===== config.mk =====
export PLATFORM = sky130hd
export DESIGN_NAME = wksg_score_flat
export DESIGN_NICKNAME = d
export VERILOG_FILES = /design/src/rtl/wksg_score_pkg.sv /design/src/rtl/wksg_score_if.sv /design/src/rtl/wksg_score_edge.sv /design/src/rtl/wksg_score.sv /design/src/flat_wrapper.sv
export SDC_FILE = /design/constraint.sdc
export NUM_CORES = 1
export LEC_CHECK = 0
export CAP_MARGIN = 20
export CELL_PAD_IN_SITES_DETAIL_PLACEMENT = 1
export CELL_PAD_IN_SITES_GLOBAL_PLACEMENT = 1
export CORE_ASPECT_RATIO = 0.8
export CORE_UTILIZATION = 39
export DETAILED_ROUTE_END_ITERATION = 8
export PLACE_DENSITY_LB_ADDON = 0.1
export SYNTH_ARGS = -nofsm -noshare
export SYNTH_HDL_FRONTEND = slang
export SYNTH_HIERARCHICAL = 1
export SYNTH_SLANG_ARGS = --single-unit

===== constraint.sdc =====
create_clock -name clk -period 4.1 [get_ports clk]
set_clock_uncertainty 0.1 [all_clocks]
set_input_delay 0.82 -clock clk [delete_from_list [all_inputs] [get_ports clk]]
set_output_delay 0.82 -clock clk [all_outputs]
set_load 0.01 [all_outputs]

===== src/rtl/wksg_score_pkg.sv =====
// Package wksg_pkg: shared types and default constants for the wksg scorekeeper.
//   state_t        : scorekeeper FSM state (IDLE/PLAY/DONE_X/DONE_Y), 2 bits
//   WKSG_CNT_W     : default score counter width
//   WKSG_WIN_SCORE : default number of points needed to win
package wksg_pkg;

  typedef enum logic [1:0] {
    IDLE   = 2'd0,
    PLAY   = 2'd1,
    DONE_X = 2'd2,
    DONE_Y = 2'd3
  } state_t;

  localparam int unsigned WKSG_CNT_W     = 4;
  localparam int unsigned WKSG_WIN_SCORE = 5;

endpackage


===== src/rtl/wksg_score_if.sv =====
// wksg_score_if: control/signal/status bundle between the top level and the
// wksg scorekeeper.
//   master : drives start, clr, sx, sy; observes scores and status
//   slave  : the scorekeeper itself
//   start, clr      : control pulses
//   sx, sy          : side signals from wksg
//   score_x/score_y : per-side points (CNT_W bits)
//   win_x/win_y     : winner levels
//   tie             : simultaneous-edge pulse
//   playing         : game in progress
interface wksg_score_if
  import wksg_pkg::*;
#(
  parameter int unsigned CNT_W = WKSG_CNT_W
) ();

  logic             start;
  logic             clr;
  logic             sx;
  logic             sy;
  logic [CNT_W-1:0] score_x;
  logic [CNT_W-1:0] score_y;
  logic             win_x;
  logic             win_y;
  logic             tie;
  logic             playing;

  modport master (
    output start, clr, sx, sy,
    input  score_x, score_y, win_x, win_y, tie, playing
  );

  modport slave (
    input  start, clr, sx, sy,
    output score_x, score_y, win_x, win_y, tie, playing
  );

endinterface


===== src/rtl/wksg_score_edge.sv =====
// wksg_edge: rising-edge detector, one history flop plus an AND.
//   clk  : system clock
//   rst  : asynchronous active-high reset (history cleared)
//   d    : synchronous input level
//   rise : high in the cycle where d is 1 and was 0 on the previous cycle
module wksg_edge (
  input  logic clk,
  input  logic rst,
  input  logic d,
  output logic rise
);

  logic q;

  always_ff @(posedge clk or posedge rst) begin
    if (rst) q <= 1'b0;
    else     q <= d;
  end

  assign rise = d & ~q;

endmodule


===== src/rtl/wksg_score.sv =====
// wksg_score: scorekeeper downstream of the wksg generator. Rising edges on
// sx/sy score points for side X/Y; first side to reach WIN_SCORE wins and the
// scores freeze until clr.
//   clk : system clock, rst : asynchronous active-high reset
//   bus : wksg_score_if.slave (start, clr, sx, sy in; scores/win/tie/playing out)
// Optional feature macro WKSG_SCORE_LOCKOUT_EN: after every point a LOCK_CYC
// cycle lockout suppresses further edges (no score, no tie).
module wksg_score
  import wksg_pkg::*;
#(
  parameter int unsigned CNT_W     = WKSG_CNT_W,
  parameter int unsigned WIN_SCORE = WKSG_WIN_SCORE,
  parameter int unsigned LOCK_CYC  = 8
) (
  input  logic        clk,
  input  logic        rst,
  wksg_score_if.slave bus
);

  if (WIN_SCORE < 1 || WIN_SCORE > (2**CNT_W) - 1 || LOCK_CYC < 1) begin : g_bad_cfg
    $error("wksg_score: illegal WIN_SCORE/CNT_W/LOCK_CYC combination");
  end

  state_t           state;
  logic [CNT_W-1:0] score_x;
  logic [CNT_W-1:0] score_y;
  logic [CNT_W-1:0] nx_x;
  logic [CNT_W-1:0] nx_y;
  logic             ex;
  logic             ey;
  logic             armed;
  logic             pt_x;
  logic             pt_y;
  logic             in_play;

  wksg_edge u_edge_x (.clk(clk), .rst(rst), .d(bus.sx), .rise(ex));
  wksg_edge u_edge_y (.clk(clk), .rst(rst), .d(bus.sy), .rise(ey));

`ifdef WKSG_SCORE_LOCKOUT_EN
  localparam int unsigned LOCK_W = $clog2(LOCK_CYC + 1);
  logic [LOCK_W-1:0] lock_cnt;

  always_ff @(posedge clk or posedge rst) begin
    if (rst)                               lock_cnt <= '0;
    else if (bus.clr || state == IDLE)     lock_cnt <= '0;
    else if (pt_x || pt_y)                 lock_cnt <= LOCK_W'(LOCK_CYC);
    else if (lock_cnt != '0)               lock_cnt <= lock_cnt - 1'b1;
  end

  assign armed = (lock_cnt == '0);
`else
  assign armed = 1'b1;
`endif

  assign in_play = (state == PLAY);
  assign pt_x    = in_play & armed & ex & ~ey;
  assign pt_y    = in_play & armed & ey & ~ex;
  assign nx_x    = score_x + 1'b1;
  assign nx_y    = score_y + 1'b1;

  always_ff @(posedge clk or posedge rst) begin
    if (rst) begin
      state   <= IDLE;
      score_x <= '0;
      score_y <= '0;
    end else if (bus.clr) begin
      state   <= IDLE;
      score_x <= '0;
      score_y <= '0;
    end else begin
      case (state)
        IDLE: begin
          score_x <= '0;
          score_y <= '0;
          if (bus.start) state <= PLAY;
        end
        PLAY: begin
          if (pt_x) begin
            score_x <= nx_x;
            if (nx_x == CNT_W'(WIN_SCORE)) state <= DONE_X;
          end else if (pt_y) begin
            score_y <= nx_y;
            if (nx_y == CNT_W'(WIN_SCORE)) state <= DONE_Y;
          end
        end
        DONE_X, DONE_Y: ;
      endcase
    end
  end

  assign bus.score_x = score_x;
  assign bus.score_y = score_y;
  assign bus.win_x   = (state == DONE_X);
  assign bus.win_y   = (state == DONE_Y);
  assign bus.playing = in_play;
  // tie reflects the edge being sampled this cycle, so it is combinational.
  assign bus.tie     = in_play & armed & ex & ey;

endmodule


===== src/flat_wrapper.sv =====
// flat-port wrapper written by rule: the top's interface ports become plain ports
module wksg_score_flat import wksg_pkg::*;
#(
  parameter int unsigned CNT_W     = WKSG_CNT_W,
  parameter int unsigned WIN_SCORE = WKSG_WIN_SCORE,
  parameter int unsigned LOCK_CYC  = 8
)
  (clk, rst, bus_start, bus_clr, bus_sx, bus_sy, bus_score_x, bus_score_y, bus_win_x, bus_win_y, bus_tie, bus_playing);
  wksg_score_if #(.CNT_W(CNT_W)) bus_i ();
  input  logic clk;
  input  logic rst;
  input wire logic [$bits(bus_i.start)-1:0] bus_start;
  input wire logic [$bits(bus_i.clr)-1:0] bus_clr;
  input wire logic [$bits(bus_i.sx)-1:0] bus_sx;
  input wire logic [$bits(bus_i.sy)-1:0] bus_sy;
  output wire logic [$bits(bus_i.score_x)-1:0] bus_score_x;
  output wire logic [$bits(bus_i.score_y)-1:0] bus_score_y;
  output wire logic [$bits(bus_i.win_x)-1:0] bus_win_x;
  output wire logic [$bits(bus_i.win_y)-1:0] bus_win_y;
  output wire logic [$bits(bus_i.tie)-1:0] bus_tie;
  output wire logic [$bits(bus_i.playing)-1:0] bus_playing;
  assign bus_i.start = bus_start;
  assign bus_i.clr = bus_clr;
  assign bus_i.sx = bus_sx;
  assign bus_i.sy = bus_sy;
  assign bus_score_x = bus_i.score_x;
  assign bus_score_y = bus_i.score_y;
  assign bus_win_x = bus_i.win_x;
  assign bus_win_y = bus_i.win_y;
  assign bus_tie = bus_i.tie;
  assign bus_playing = bus_i.playing;
  wksg_score #(.CNT_W(CNT_W), .WIN_SCORE(WIN_SCORE), .LOCK_CYC(LOCK_CYC)) u_core (.clk(clk), .rst(rst), .bus(bus_i));
endmodule

==> results of run 1 <==
-- through the flow --
stage / hold slack [ns] / utilization [%] / setup slack (ns)
final: 0.4748 / 56.82 / 0.9507
after global routing: 0.5137 / 56.82 / 0.8848
after CTS: 0.4730 / 56.82 / 0.9385
after detailed placement: 0.4633 / 54.72 / 0.9476
after global placement: 0.4322 / 54.72 / 0.9721
after floorplan: 0.4487 / - / 2.008
-- metal layers --
metal | track usage, % | vias to the layer above
li1 | - | 307
met1 | 26.14 | 312
met2 | 30.13 | 16
met3 | 8.791 | 2
met4 | 3.243 | 0
met5 | 0 | -
-- sequential cells by signal (all words and copies together), names as in the netlist --
signal	cells
u_core/u_edge_x/q	1
u_core/bus.score_x	4
u_core/state	2
u_core/u_edge_y/q	1
u_core/bus.score_y	4
-- cells in the mapped netlist (2+ instances only) --
cell,number
o21ai_1,2
xor2_1,2
inv_1,8
nor2_1,13
dfrtp_1,12
a21oi_1,6
nand3b_1,2
a2bb2oi_1,2
nand2b_1,3
and3_1,2
nor2b_4,2
ha_1,4
-- area by class of cell --
| cell class | count | area [µm²] | share of cell area [%] |
|---|---|---|---|
| multi-input combinational | 57 | 409.1 | 41.76 |
| inverter | 9 | 36.28 | 3.704 |
| tap | 22 | 27.53 | 2.810 |
| sequential | 12 | 300.3 | 30.65 |
| timing repair buffer | 17 | 170.2 | 17.37 |
| clock buffer | 4 | 36.28 | 3.704 |
-- kinds of logic (layout without fill, tap and decap cells) --
kind of cell             after synthesis  after routing  share of synthesized area, %
XOR/XNOR                               4              4                         5.584
multiplexers                           1              1                         1.478
flip-flops                            12             12                         39.41
AND/OR/NAND/NOR                       30             30                         24.30
adder cells (fa/ha/maj)                4              4                         6.568
AO/OA/AOI/OAI                         18             18                         15.77
buffers and inverters                 11             30                         6.898
-- power by group --
part	switching [W]	leakage (nW)	internal (W)
combinational	0.0000151	0.245	0.0000145
clock	0.0000430	0.0210	0.0000540
sequential	0.00000407	0.161	0.000120
-- worst min path at each step --
| stage | endpoint | from | cells after the start |
|---|---|---|---|
| 6_report | u_core/bus.score_x[3] | u_core/bus.score_x[3] | 1 |
| 2_1_floorplan | u_core/u_edge_x/q | rst | 1 |
| 4_1_cts | u_core/bus.score_x[3] | u_core/bus.score_x[3] | 1 |
| 3_5_place_dp | u_core/bus.score_x[3] | u_core/bus.score_x[3] | 1 |
| 3_3_place_gp | u_core/bus.score_x[3] | u_core/bus.score_x[3] | 1 |
| 5_1_grt | u_core/bus.score_x[3] | u_core/bus.score_x[3] | 1 |
-- worst max-delay path, delay by kind of cell --
family	cells	cell delay, ns
buffers and inverters	2	1.04
AND/OR/NAND/NOR	2	0.38
==> out/results.tsv, run 1 <==
stage	metric	value	unit
status	outcome	complete, no violations	
timing	Final Max Slew Viols	0	
synthesis	largest cells by area after synthesis	dfrtp_1 (39%), ha_1 (6.6%), nor2_1 (6.4%)	
clock_tree	# H-tree levels	1	
floorplanning	core footprint	0.001724	mm²
timing	final hold vios	0	
clock_tree	CTS tree	yes	
synthesis	Post-Syn Nets	90	
global_route	gr usage total	19.79	%
worst_setup_path	max incr delay on CP	0.54	ns
drt	DRC	0	
timing	TNS Setup	0	ns
timing	final period demand of the worst path	3.149	ns
cells_and_area	final net count	110	
placed_design	placed cell area	943.4	µm²
drt	Vias	637	
worst_setup_path	slowest CP cell	clkdlybuf4s50_1	
worst_setup_path	Worst Path Max Fanout	6	
placed_design	Final HPWL DP	1409	µm
worst_setup_path	worst r2r dst	u_core/state[1]	
synthesis	Ys Warns	6	
timing	actual slew at the worst max-slew pin	0.4386	ns
floorplanning	I/O pin total	18	
worst_setup_path	WS Path Type	input pin to primary output	
power_and_ir_drop	power per cell area	256.3	mW/mm²
clock_tree	total CTS buffers	3	
timing	crit share post-route	76.81	%
synthesis	Post-synth top flop	dfrtp_1	
cells_and_area	fin cells	121	
worst_setup_path	most frequent CP cell	clkdlybuf4s50_1	
drt	Vias/cell	5.264	
synthesis	Yosys top cell area share	39.41	%
clock_tree	hold-fix buffer count after cts	0	
placed_design	DP Cell Count	117	
timing	RSZ-0062 raised after global routing	no	
floorplanning	chip width	51.42	µm
synthesis	Post-synth EDFFs	0	
drt	routed wl met3	96	µm
clock_tree	post-cts resize count	0	
worst_setup_path	worst r2r path cells	5	
synthesis	Syn Area/Cell	9.525	µm²
cells_and_area	layout filler cell count	203	
timing	slew margin rel.	70.67	%
clock_tree	clock sink total	12	
power_and_ir_drop	Leak Pwr	0.4269	nW
global_route	initial antenna violation count	0	
worst_setup_path	crit start category	input pin	
floorplanning	die area	0.002136	mm²
drt	post-detailed-route wirelength per cell	15.15	µm
synthesis	Yosys cell types	34	
placed_design	gpl congestion	0.8484	
worst_setup_path	Reg2Reg Setup Slack	2.43	ns
power_and_ir_drop	worst vdd ir	0.2191	mV
worst_setup_path	cells along the critical path	clkdlybuf4s50_1 > nor2b_4 > and3_1 > clkdlybuf4s50_1	
worst_setup_path	Reg-to-Reg Start	u_core/bus.score_x[0]	
worst_setup_path	Worst Path Required	3.18	ns
synthesis	Syn Std Cell Area	762.0	µm²
cells_and_area	proportion of layout cells with a drive suffix above 1	13.13	%
worst_setup_path	CP arrival	2.23	ns
worst_setup_path	Crit. End Element	primary output	
timing	Achievable Freq	0.3175	GHz
drt	routed wl met2	828	µm
drt	Post-Route WL	1833	µm
cells_and_area	final instance area	979.7	µm²
power_and_ir_drop	total power	0.0002511	W
clock_tree	CTS Root Cell	clkbuf_4	
cells_and_area	most common cell after layout, fill and taps aside	clkdlybuf4s50_1	
floorplanning	num rows	13	
worst_setup_path	CP Launch Point	bus_sx	
global_route	number of global-route vias before repair	639	
clock_tree	CTS clk-pin slew, worst paths	0.08	ns
flow_run	max cap viols	0	
drt	DR pass1 iterations	4	
drt	initial DRC count	6	
global_route	first-pass GRT wire length	3049	µm
clock_tree	CTS Buffer Depth	2	
clock_tree	setup bufs post-CTS	0	
synthesis	post-synthesis register bit count	12	
worst_hold_path	Worst Hold Class	flop to flop	
global_route	maximum number of pins on one net before global-route repair	12	
worst_setup_path	worst setup path endpoint	bus_tie	
clock_tree	later-pin clock latency in the skew report	0.28	ns
timing	Final setup viols	0	
global_route	total grt overflow	0	
floorplanning	Die Y	41.54	µm
synthesis	Post-synth ARST share	100.0	%
cells_and_area	commonest non-fill, non-tap cells in the layout	clkdlybuf4s50_1 (17), nor2_1 (13), dfrtp_1 (12), inv_1 (8), a21oi_1 (6)	
floorplanning	starting density of the core	44.19	%
drt	highest routed layer	met4	
drt	Routed Antenna Nets	0	
synthesis	Post-Synthesis Cells	80	
synthesis	register area share after synthesis	39.41	%
placed_design	Port Buf Inserts	17	
drt	M1 WL	899	µm
cells_and_area	P&R area growth vs syn	28.57	%
synthesis	post-synth top area cell	dfrtp_1	
cells_and_area	ANT cells	0	
Note: power is estimated with default switching activity, not from simulation.
==> run 2: changes to the inputs <==
CORE_UTILIZATION = 36   (was 39)
clock period = 3.3 ns   (was 4.1 ns; I/O delays follow)
==> run 2 against run 1 <==
Against the previous run: global-route usage shrank 0.11 points; routed wire length is the same; critical path depth did not move; critical endpoint unchanged; largest power group unchanged; sequential cell count did not move; via count is the same; design area up 0.26%; sequential power up 25%; combinational power grew 23%; sequential share of layout area is 0.078 points lower; non-clock buffer count unchanged; die area rose by 8.0%; total power up 24%.
==> out/results.tsv, run 2 (same netlist as run 1, synthesis figures left out) <==
stage	metric	value	unit
worst_setup_path	Crit. End Element	primary output	
status	outcome	complete, no violations	
worst_hold_path	Worst Hold Class	input pin to async pin	
power_and_ir_drop	Leak Pwr	0.4269	nW
cells_and_area	most common cell after layout, fill and taps aside	clkdlybuf4s50_1	
power_and_ir_drop	worst vdd ir	0.2086	mV
worst_setup_path	Worst Path Max Fanout	6	
global_route	initial antenna violation count	0	
drt	Vias	637	
worst_setup_path	WS Path Type	input pin to primary output	
global_route	gr usage total	19.68	%
timing	slew margin rel.	69.14	%
clock_tree	CTS Root Cell	clkbuf_4	
worst_setup_path	Worst Path Required	2.54	ns
clock_tree	CTS tree	yes	
clock_tree	later-pin clock latency in the skew report	0.28	ns
floorplanning	die area	0.002306	mm²
placed_design	Final HPWL DP	1420	µm
timing	worst hold slack	0.4543	ns
cells_and_area	Largest regs	u_core/bus.score_x x4, u_core/bus.score_y x4, u_core/state x2	
placed_design	gpl congestion	0.8008	
timing	final hold vios	0	
cells_and_area	commonest non-fill, non-tap cells in the layout	clkdlybuf4s50_1 (17), nor2_1 (13), dfrtp_1 (12), inv_1 (8), a21oi_1 (6)	
timing	crit share post-route	85.68	%
floorplanning	starting density of the core	39.55	%
timing	Achievable Freq	0.3537	GHz
cells_and_area	ANT cells	0	
timing	Final setup viols	0	
placed_design	Port Buf Inserts	17	
drt	Vias/cell	5.179	
global_route	number of global-route vias before repair	606	
cells_and_area	final net count	110	
timing	final period demand of the worst path	2.827	ns
floorplanning	I/O pin total	18	
clock_tree	total CTS buffers	3	
worst_setup_path	slowest CP cell	clkdlybuf4s50_1	
global_route	first-pass GRT wire length	3063	µm
cells_and_area	proportion of layout cells with a drive suffix above 1	13.13	%
drt	Routed Antenna Nets	0	
clock_tree	CTS Buffer Depth	2	
timing	RSZ-0062 raised after global routing	no	
flow_run	max cap viols	0	
clock_tree	# H-tree levels	1	
floorplanning	num rows	14	
drt	DR pass1 iterations	4	
clock_tree	post-cts resize count	0	
drt	DRC	0	
cells_and_area	P&R area growth vs syn	28.90	%
drt	initial DRC count	6	
worst_setup_path	CP arrival	2.07	ns
floorplanning	core footprint	0.001927	mm²
timing	TNS Setup	0	ns
timing	Final Max Slew Viols	0	
drt	Post-Route WL	1833	µm
worst_setup_path	crit start category	input pin	
clock_tree	hold-fix buffer count after cts	0	
worst_setup_path	max incr delay on CP	0.54	ns
clock_tree	CTS clk-pin slew, worst paths	0.08	ns
timing	actual slew at the worst max-slew pin	0.4624	ns
clock_tree	setup bufs post-CTS	0	
clock_tree	clock sink total	12	
global_route	maximum number of pins on one net before global-route repair	12	
worst_setup_path	most frequent CP cell	clkdlybuf4s50_1	
cells_and_area	fin util	50.97	%
floorplanning	Die Y	43.15	µm
drt	post-detailed-route wirelength per cell	14.90	µm
power_and_ir_drop	power per cell area	317.5	mW/mm²
worst_setup_path	cells along the critical path	clkdlybuf4s50_1 > nor2b_4 > and3_1 > clkdlybuf4s50_1	
floorplanning	chip width	53.44	µm
global_route	total grt overflow	0	
==> run 2: metrics by stage <==
| step | power [W] | area (µm²) | setup WS (ns) | cells |
|---|---|---|---|---|
| floorplan | 0.0001797 | 762.0 | 1.528 | 80 |
| global placement | 0.0001938 | 945.9 | 0.4871 | 119 |
| detailed placement | 0.0001944 | 945.9 | 0.4580 | 119 |
| CTS | 0.0003173 | 982.2 | 0.4537 | 123 |
| global route | 0.0003294 | 982.2 | 0.3818 | 123 |
| finish | 0.0003118 | 982.2 | 0.4726 | 123 |
==> run 2: worst paths after layout <==
path                                       start                     to  slack (ns)  depth (start not counted)
hold / removal                               rst      u_core/u_edge_y/q        0.45                          2
max in group asynchronous                    rst  u_core/bus.score_x[2]        2.15                          2
hold reg to reg            u_core/bus.score_x[3]  u_core/bus.score_x[3]        0.47                          1
setup reg to reg           u_core/bus.score_x[0]        u_core/state[1]        1.67                          5
setup / recovery                          bus_sy                bus_tie        0.47                          4
min in group clk           u_core/bus.score_x[3]  u_core/bus.score_x[3]        0.47                          1
==> run 2: layout make-up <==
| type | count | area [µm²] |
|---|---|---|
| fill | 225 | 944.7 |
| multi-input combinational | 57 | 409.1 |
| sequential | 12 | 300.3 |
| tap | 24 | 30.03 |
| timing repair buffer | 17 | 170.2 |
| inverter | 9 | 36.28 |
| clock buffer | 4 | 36.28 |
==> run 2: worst max-delay path: cells and delay by family <==
kind	cells	cell delay, ns
buffers and inverters	2	1.03
AND/OR/NAND/NOR	2	0.38
==> run 2: layer usage <==
layer	routed length (µm)	vias to the layer above	GRT usage (%)	part of all wire [%]
met5	0	-	0	0
met4	27	0	7.895	1.5
met3	95	4	7.527	5.2
met2	758	18	25.75	41
met1	953	307	28.23	52
li1	-	308	-	-
==> run 2: power breakdown <==
part / internal (W) / switching (W) / leakage (nW) / total, W
clock: 0.0000672 / 0.0000534 / 0.0210 / 0.000121
combinational: 0.0000180 / 0.0000185 / 0.245 / 0.0000365
sequential: 0.000150 / 0.00000510 / 0.161 / 0.000155
total: 0.000235 / 0.0000771 / 0.427 / 0.000312
